**config.mk**
```make
export PLATFORM = sky130hd
export DESIGN_NAME = ram_arbiter
export DESIGN_NICKNAME = d
export VERILOG_FILES = /design/src/rtl/ram_arbiter_pkg.sv /design/src/rtl/rr_pick2.sv /design/src/rtl/ram_arbiter.sv
export SDC_FILE = /design/constraint.sdc
export NUM_CORES = 1
export LEC_CHECK = 0
export ABC_AREA = 0
export BUFFER_PORTS_ARGS = -buffer_cell sky130_fd_sc_hd__buf_2
export CELL_PAD_IN_SITES_DETAIL_PLACEMENT = 1
export CELL_PAD_IN_SITES_GLOBAL_PLACEMENT = 2
export CORE_ASPECT_RATIO = 0.75
export CORE_MARGIN = 1.5
export CORE_UTILIZATION = 27
export CTS_BUF_LIST = sky130_fd_sc_hd__clkbuf_16
export DETAILED_ROUTE_END_ITERATION = 8
export PLACE_DENSITY_LB_ADDON = 0.25
export SYNTH_ARGS = -nofsm -noshare
export SYNTH_HDL_FRONTEND = slang
export SYNTH_SLANG_ARGS = --single-unit
```
**constraint.sdc**
```tcl
create_clock -name CLK -period 3.12 [get_ports CLK]
set_input_delay 0.468 -clock CLK [delete_from_list [all_inputs] [get_ports CLK]]
set_output_delay 0.468 -clock CLK [all_outputs]
set_load 0.01 [all_outputs]
```
**src/rtl/ram_arbiter_pkg.sv**
```systemverilog
// rtl/ram_arbiter_pkg.sv - shared types and default sizes for the data-RAM arbiter
package ram_arbiter_pkg;

    typedef enum logic [1:0] {
        IDLE   = 2'd0,
        ACCESS = 2'd1,
        DONE   = 2'd2
    } arb_state_t;

    localparam int TAM_POSICIONES_DEF = 1024;
    localparam int TAM_PALABRA_DEF    = 32;

endpackage

```
**src/rtl/rr_pick2.sv**
```systemverilog
// rtl/rr_pick2.sv - two-way round-robin pick: on a tie the requester that did not win last time wins
module rr_pick2 (
    input  logic [1:0] req,
    input  logic       last,
    output logic       valid,
    output logic       winner
);

    always_comb begin
        valid  = |req;
        winner = (req == 2'b11) ? ~last : req[1];
    end

endmodule

```
**src/rtl/ram_arbiter.sv**
```systemverilog
// rtl/ram_arbiter.sv - two-requester round-robin sequencer driving one single-port RAM access per 3 cycles
module ram_arbiter
    import ram_arbiter_pkg::*;
#(
    parameter  int TAM_POSICIONES = TAM_POSICIONES_DEF,
    parameter  int TAM_PALABRA    = TAM_PALABRA_DEF,
    localparam int AW             = $clog2(TAM_POSICIONES),
    localparam int DW             = TAM_PALABRA
) (
    input  logic          CLK,
    input  logic          RSTa,
    input  logic          REQ0,
    input  logic          REQ1,
    input  logic          WE0,
    input  logic          WE1,
    input  logic [AW-1:0] ADDR0,
    input  logic [AW-1:0] ADDR1,
    input  logic [DW-1:0] WDATA0,
    input  logic [DW-1:0] WDATA1,
    output logic          ACK0,
    output logic          ACK1,
    output logic [DW-1:0] RDATA,
    output logic          BUSY,
    output logic          RAM_WR,
    output logic          RAM_OE,
    output logic [AW-1:0] RAM_ADDRESS,
    output logic [DW-1:0] RAM_DATA_IN,
    input  logic [DW-1:0] RAM_DATA_OUT
);

    arb_state_t    state_q, state_d;
    logic          we_q, we_d;
    logic [AW-1:0] addr_q, addr_d;
    logic [DW-1:0] wdata_q, wdata_d;
    logic          sel_q, sel_d;
    logic          last_q, last_d;
    logic [DW-1:0] rdata_q, rdata_d;

    logic pick_valid;
    logic pick_winner;

    rr_pick2 u_pick (
        .req    ({REQ1, REQ0}),
        .last   (last_q),
        .valid  (pick_valid),
        .winner (pick_winner)
    );

    always_ff @(posedge CLK or posedge RSTa) begin
        if (RSTa) begin
            state_q <= IDLE;
            we_q    <= 1'b0;
            addr_q  <= '0;
            wdata_q <= '0;
            sel_q   <= 1'b0;
            last_q  <= 1'b1;
            rdata_q <= '0;
        end else begin
            state_q <= state_d;
            we_q    <= we_d;
            addr_q  <= addr_d;
            wdata_q <= wdata_d;
            sel_q   <= sel_d;
            last_q  <= last_d;
            rdata_q <= rdata_d;
        end
    end

    always_comb begin
        state_d = state_q;
        we_d    = we_q;
        addr_d  = addr_q;
        wdata_d = wdata_q;
        sel_d   = sel_q;
        last_d  = last_q;
        rdata_d = rdata_q;
        case (state_q)
            IDLE: begin
                if (pick_valid) begin
                    state_d = ACCESS;
                    sel_d   = pick_winner;
                    last_d  = pick_winner;
                    we_d    = pick_winner ? WE1    : WE0;
                    addr_d  = pick_winner ? ADDR1  : ADDR0;
                    wdata_d = pick_winner ? WDATA1 : WDATA0;
                end
            end
            ACCESS: begin
                // RAM read path is combinational, so data is valid on the closing edge
                if (!we_q) begin
                    rdata_d = RAM_DATA_OUT;
                end
                state_d = DONE;
            end
            DONE: begin
                state_d = IDLE;
            end
            default: begin
                state_d = IDLE;
            end
        endcase
    end

    always_comb begin
        RAM_WR      = (state_q == ACCESS) &  we_q;
        RAM_OE      = (state_q == ACCESS) & ~we_q;
        ACK0        = (state_q == DONE)   & ~sel_q;
        ACK1        = (state_q == DONE)   &  sel_q;
        BUSY        = (state_q != IDLE);
        RAM_ADDRESS = addr_q;
        RAM_DATA_IN = wdata_q;
        RDATA       = rdata_q;
    end

endmodule
```
**After elaboration in Yosys (flattened, before gate mapping)**

Index checks and enable logic that the tools add are counted.

- Output and inout port bits: 79
- Word-level logic and storage cells: 29
- Register bits after elaboration: 79
- Input port bits: 122

- Equal/unequal tests: 4
- Mux-type cells: 6
- Bitwise operators: 7
- Reduce and logical (&&, ||, !) cells: 5

Operators with widths:

| operator | number |
|---|---|
| $mux 32 | 1 |
| $mux 10 | 1 |
| $and 1x1->1 | 4 |
| $eq 2x2->1 const B | 2 |
| $pmux 2 s2 | 1 |
| $reduce_and 2->1 | 2 |
| $not 1->1 | 3 |
| $eq 2x1->1 const B | 1 |
| $logic_not 2->1 | 1 |
| $mux 1 | 2 |
| $mux 2 | 1 |
| $ne 2x2->1 const B | 1 |
| $reduce_bool 2->1 | 1 |
| $reduce_or 2->1 | 1 |

**Depth between registers and ports, before layout**

- Depth in word-level cells: 3
- Mapped depth: 5
- Gate-level depth less buffers: 3

**By module**

A second synthesis with hierarchy kept.

- Cell total of the unflattened synthesis: 222
- Area, all modules: 3557.2 um^2

Modules (own cells, without submodules):

| module | area each (um^2) | instances | cells an instance | sequential area each (um^2) |
|---|---|---|---|---|
| ram_arbiter | 3543.4 | 1 | 220 | 1978.1 |
| rr_pick2 | 13.8 | 1 | 2 | 0.0 |

**Worst setup path before layout**

Ideal clock, no wire load.

- Kind: register to output
- Start point: reg state_q[1]
- End point: out BUSY
- Data arrival time: 943 ps
- Cell stages (with the launch flop): 4
- Required time: 2652 ps
- Path buffers: 2
- Slack: 1709 ps
- Cells stage by stage: dfrtp_1 -> or2_0 -> buf_2 -> buf_2

- Cells in the longest elaborated chain, start to end: 1

Ends and longest elaborated chain:

| element | RTL line | source |
|---|---|---|
| start, declared | ram_arbiter.sv:31 | `arb_state_t state_q, state_d;` |
| start signal, assigned | ram_arbiter.sv:59 | `state_q <= state_d;` |
| $reduce_bool 2->1 | ram_arbiter.sv:109 | `BUSY = (state_q != IDLE);` |
| end, declared | ram_arbiter.sv:23 | `output logic BUSY,` |

No other way between the ends.

**Worst setup path after layout**

Same ends and word-level chain as after synthesis.

==> out/qor.txt <==
CP Launch Point: state_q[1]
startpoint types: register
fin util: 39.2%
clk root buf: clkbuf_16
commonest non-fill, non-tap cell in the layout: buf_2
Final Setup Violations: 0
die width: 139 um
area growth from synthesis to layout: 39.0%
R2R Setup Slk: 1.14 ns
PnR worst setup slack: 1.01 ns
PD cells: 1080 nW/um2
largest net degree at the start of global routing: 51
Worst Setup End Kind: output pin
Longest Clk Path Bufs: 2
via/cell ratio: 4.69
worst hold path type: input pin to async pin
final worst path period share: 67.7%
Worst setup endpoint: BUSY
Synth Area in XOR/XNOR: 0%
antenna-violating nets left: 0
CTS tree: done
mapped cell area: 3720 um2
syn avg cell area: 13.3 um2
Buffers on Ports: 200
drt total wl: 11000 um
Layout Nets: 592
Vias: 3031
Mapped Cells: 279
Setup TNS: 0 ns
Worst R2R Start: state_q[1]
I/O Pins: 201
Ys Warns: 0
CP cell instances: or2_2, buf_4, buf_2
Die Y: 105 um
Fin. Hold Viols: 0
Fmax: 0.473 GHz
footprint of the multi-input gates: 1590 um2
starting density of the core: 28.2%
iteration count of the initial detailed-routing pass: 4
Clock transition at path regs: 0.06 ns
# hold bufs at CTS: 0
total gr overflow: 0
Tightest Pin Transition: 0.939 ns
first-pass GRT wire length: 17900 um
CP arrival: 1.65 ns
hpwl dp: 7680 um
crit-path max cell delay: 0.40 ns
Seq/Total Area, Yosys: 53.2%
Wirelength per Cell: 17.0 um
n_diodes: 0
Reg-to-Reg End: RAM_DATA_IN[24]
Seq. cell area: 1980 um2
initial antenna violation count: 2
Max stage delay cell, worst path: dfrtp_1
postcts setup bufs: 0
share of cells above drive strength 1: 63.8%
CTS sink count: 79
Adder-Cell Fraction of Synth Area: 0%
Tmin final: 2.11 ns
Post-route DRC: 0
initial detailed-routing violation count: 47
H-Tree Depth: 3
Layout fillers: 1482
worst-path maximum fanout: 44
syn_nets: 401
P_leak: 2.39 nW
post-synthesis register bit count: 79
Crit path required time: 2.65 ns
Die Footprint: 14500 um2
fin. max-slew vios: 0
main combinational cell family by area after synthesis: compound AO/OA/AOI/OAI gates
most frequent cells in the layout: 200 x buf_2, 78 x dfrtp_1, 43 x a211oi_1, 43 x nand2_1, 39 x a2bb2oi_2
CTS-repair resized insts: 0
distinct cell type count after synthesis: 21
Core ar.: 13200 um2
Slew HR: 37.4%
GRT Overall Usage: 15.6%
status: finished clean
Crit Path Class: register to output pin
Worst VDD drop: 0.429 mV
multiplexer share of the synthesized area: 10.3%
Synth Area in Simple Gates: 6.22%
Reg2Reg Depth: 4
clock latency on the worst-skew pair: 0.33 ns
Clock Skew: 0.00584 ns
total of max-cap violations: 0
FP Rows: 36
RSZ-0062 raised after global routing: no
compound-gate portion of the synthesized area: 25.9%
RePlAce Congestion: 0.729
vias in the first global route: 3378
TritonCTS buffer count: 9
Setup WS pre-CTS: 1.12 ns
-- synth_stat cells --
library cell  count  area (um2)
mux2_2           34         383
clkbuf_1         11        41.3
nor3b_1           1        7.51
dfstp_2           1        26.3
inv_1             1        3.75
nor2_8            1        20.0
dfrtp_1          78        1950
and3b_1           1        8.76
buf_6             7        78.8
a2bb2oi_2        39         586
nor2b_2           1        8.76
and2_1            1        6.26
a21bo_2           1        10.0
nor2b_1           1        6.26
nor2_2            1        6.26
a211oi_1         43         323
a2bb2oi_1         4        35.0
a21boi_2          1        11.3
or2_0             1        6.26
nand2_1          43         161
buf_2             8        40.0
-- critical path: cells and delay by family, from the launching register on --
family / cells / cell delay, ns
flops: 1 / 0.40
buf+inv: 2 / 0.52
simple gates: 1 / 0.37
-- kinds of logic (layout without fill, tap and decap cells) --
group	after synthesis	count (layout)
compound gates	88	88
flops	79	79
simple gates	51	51
mux	34	34
buf+inv	27	223
-- metrics by stage --
stage | total power, mW | area [um2] | hold WS [ns] | std cells
finish | 5.56 | 5170 | 0.155 | 646
global route | 5.93 | 5170 | 0.193 | 646
CTS | 5.67 | 5170 | 0.174 | 646
detailed placement | 4.49 | 4850 | 0.482 | 630
global placement | 4.42 | 4850 | 0.474 | 630
floorplan | 3.63 | 3720 | 0.446 | 279
-- state kept, by name, indices dropped and copies added, names as in the netlist --
name and count:
RAM_DATA_IN 32, RDATA 32, RAM_ADDRESS 10, state_q 2, last_q 1, sel_q 1, we_q 1
-- per-layer routing --
metal  GRT usage, %  routed length (um)  share of wire [%]  vias to the layer above
li1               -                   -                  -                     1422
met1           19.8                4820                 44                     1455
met2           24.5                4970                 45                      138
met3           6.60                1100                 10                       12
met4           3.83                  95               0.86                        4
met5              0                  23               0.21                        -
-- where the power goes --
part / leakage [nW] / internal (mW) / switching, mW / total, mW
registers: 0.908 / 1.56 / 0.328 / 1.89
clock network: 0.157 / 0.704 / 0.440 / 1.14
logic: 1.32 / 1.33 / 1.21 / 2.53
-- layout make-up --
| type | count | area share (%) |
|---|---|---|
| timing repair buffer | 206 | 20.5 |
| inverter | 1 | 0.0968 |
| sequential | 79 | 38.2 |
| multi-input combinational | 173 | 30.8 |
| clock buffer | 9 | 4.35 |
| tap | 171 | 4.14 |
| clock inverter | 7 | 1.89 |
-- worst min-delay path by stage --
| stage | to | cells past startpoint | startpoint |
|---|---|---|---|
| floorplan | state_q[1] | 1 | state_q[1] |
| global placement | state_q[1] | 1 | state_q[1] |
| detailed placement | state_q[1] | 1 | state_q[1] |
| CTS | RAM_DATA_IN[5] | 2 | RSTa |
| global route | RAM_DATA_IN[5] | 2 | RSTa |
| finish | RAM_DATA_IN[5] | 2 | RSTa |
Note: power is estimated with default switching activity, not from simulation.
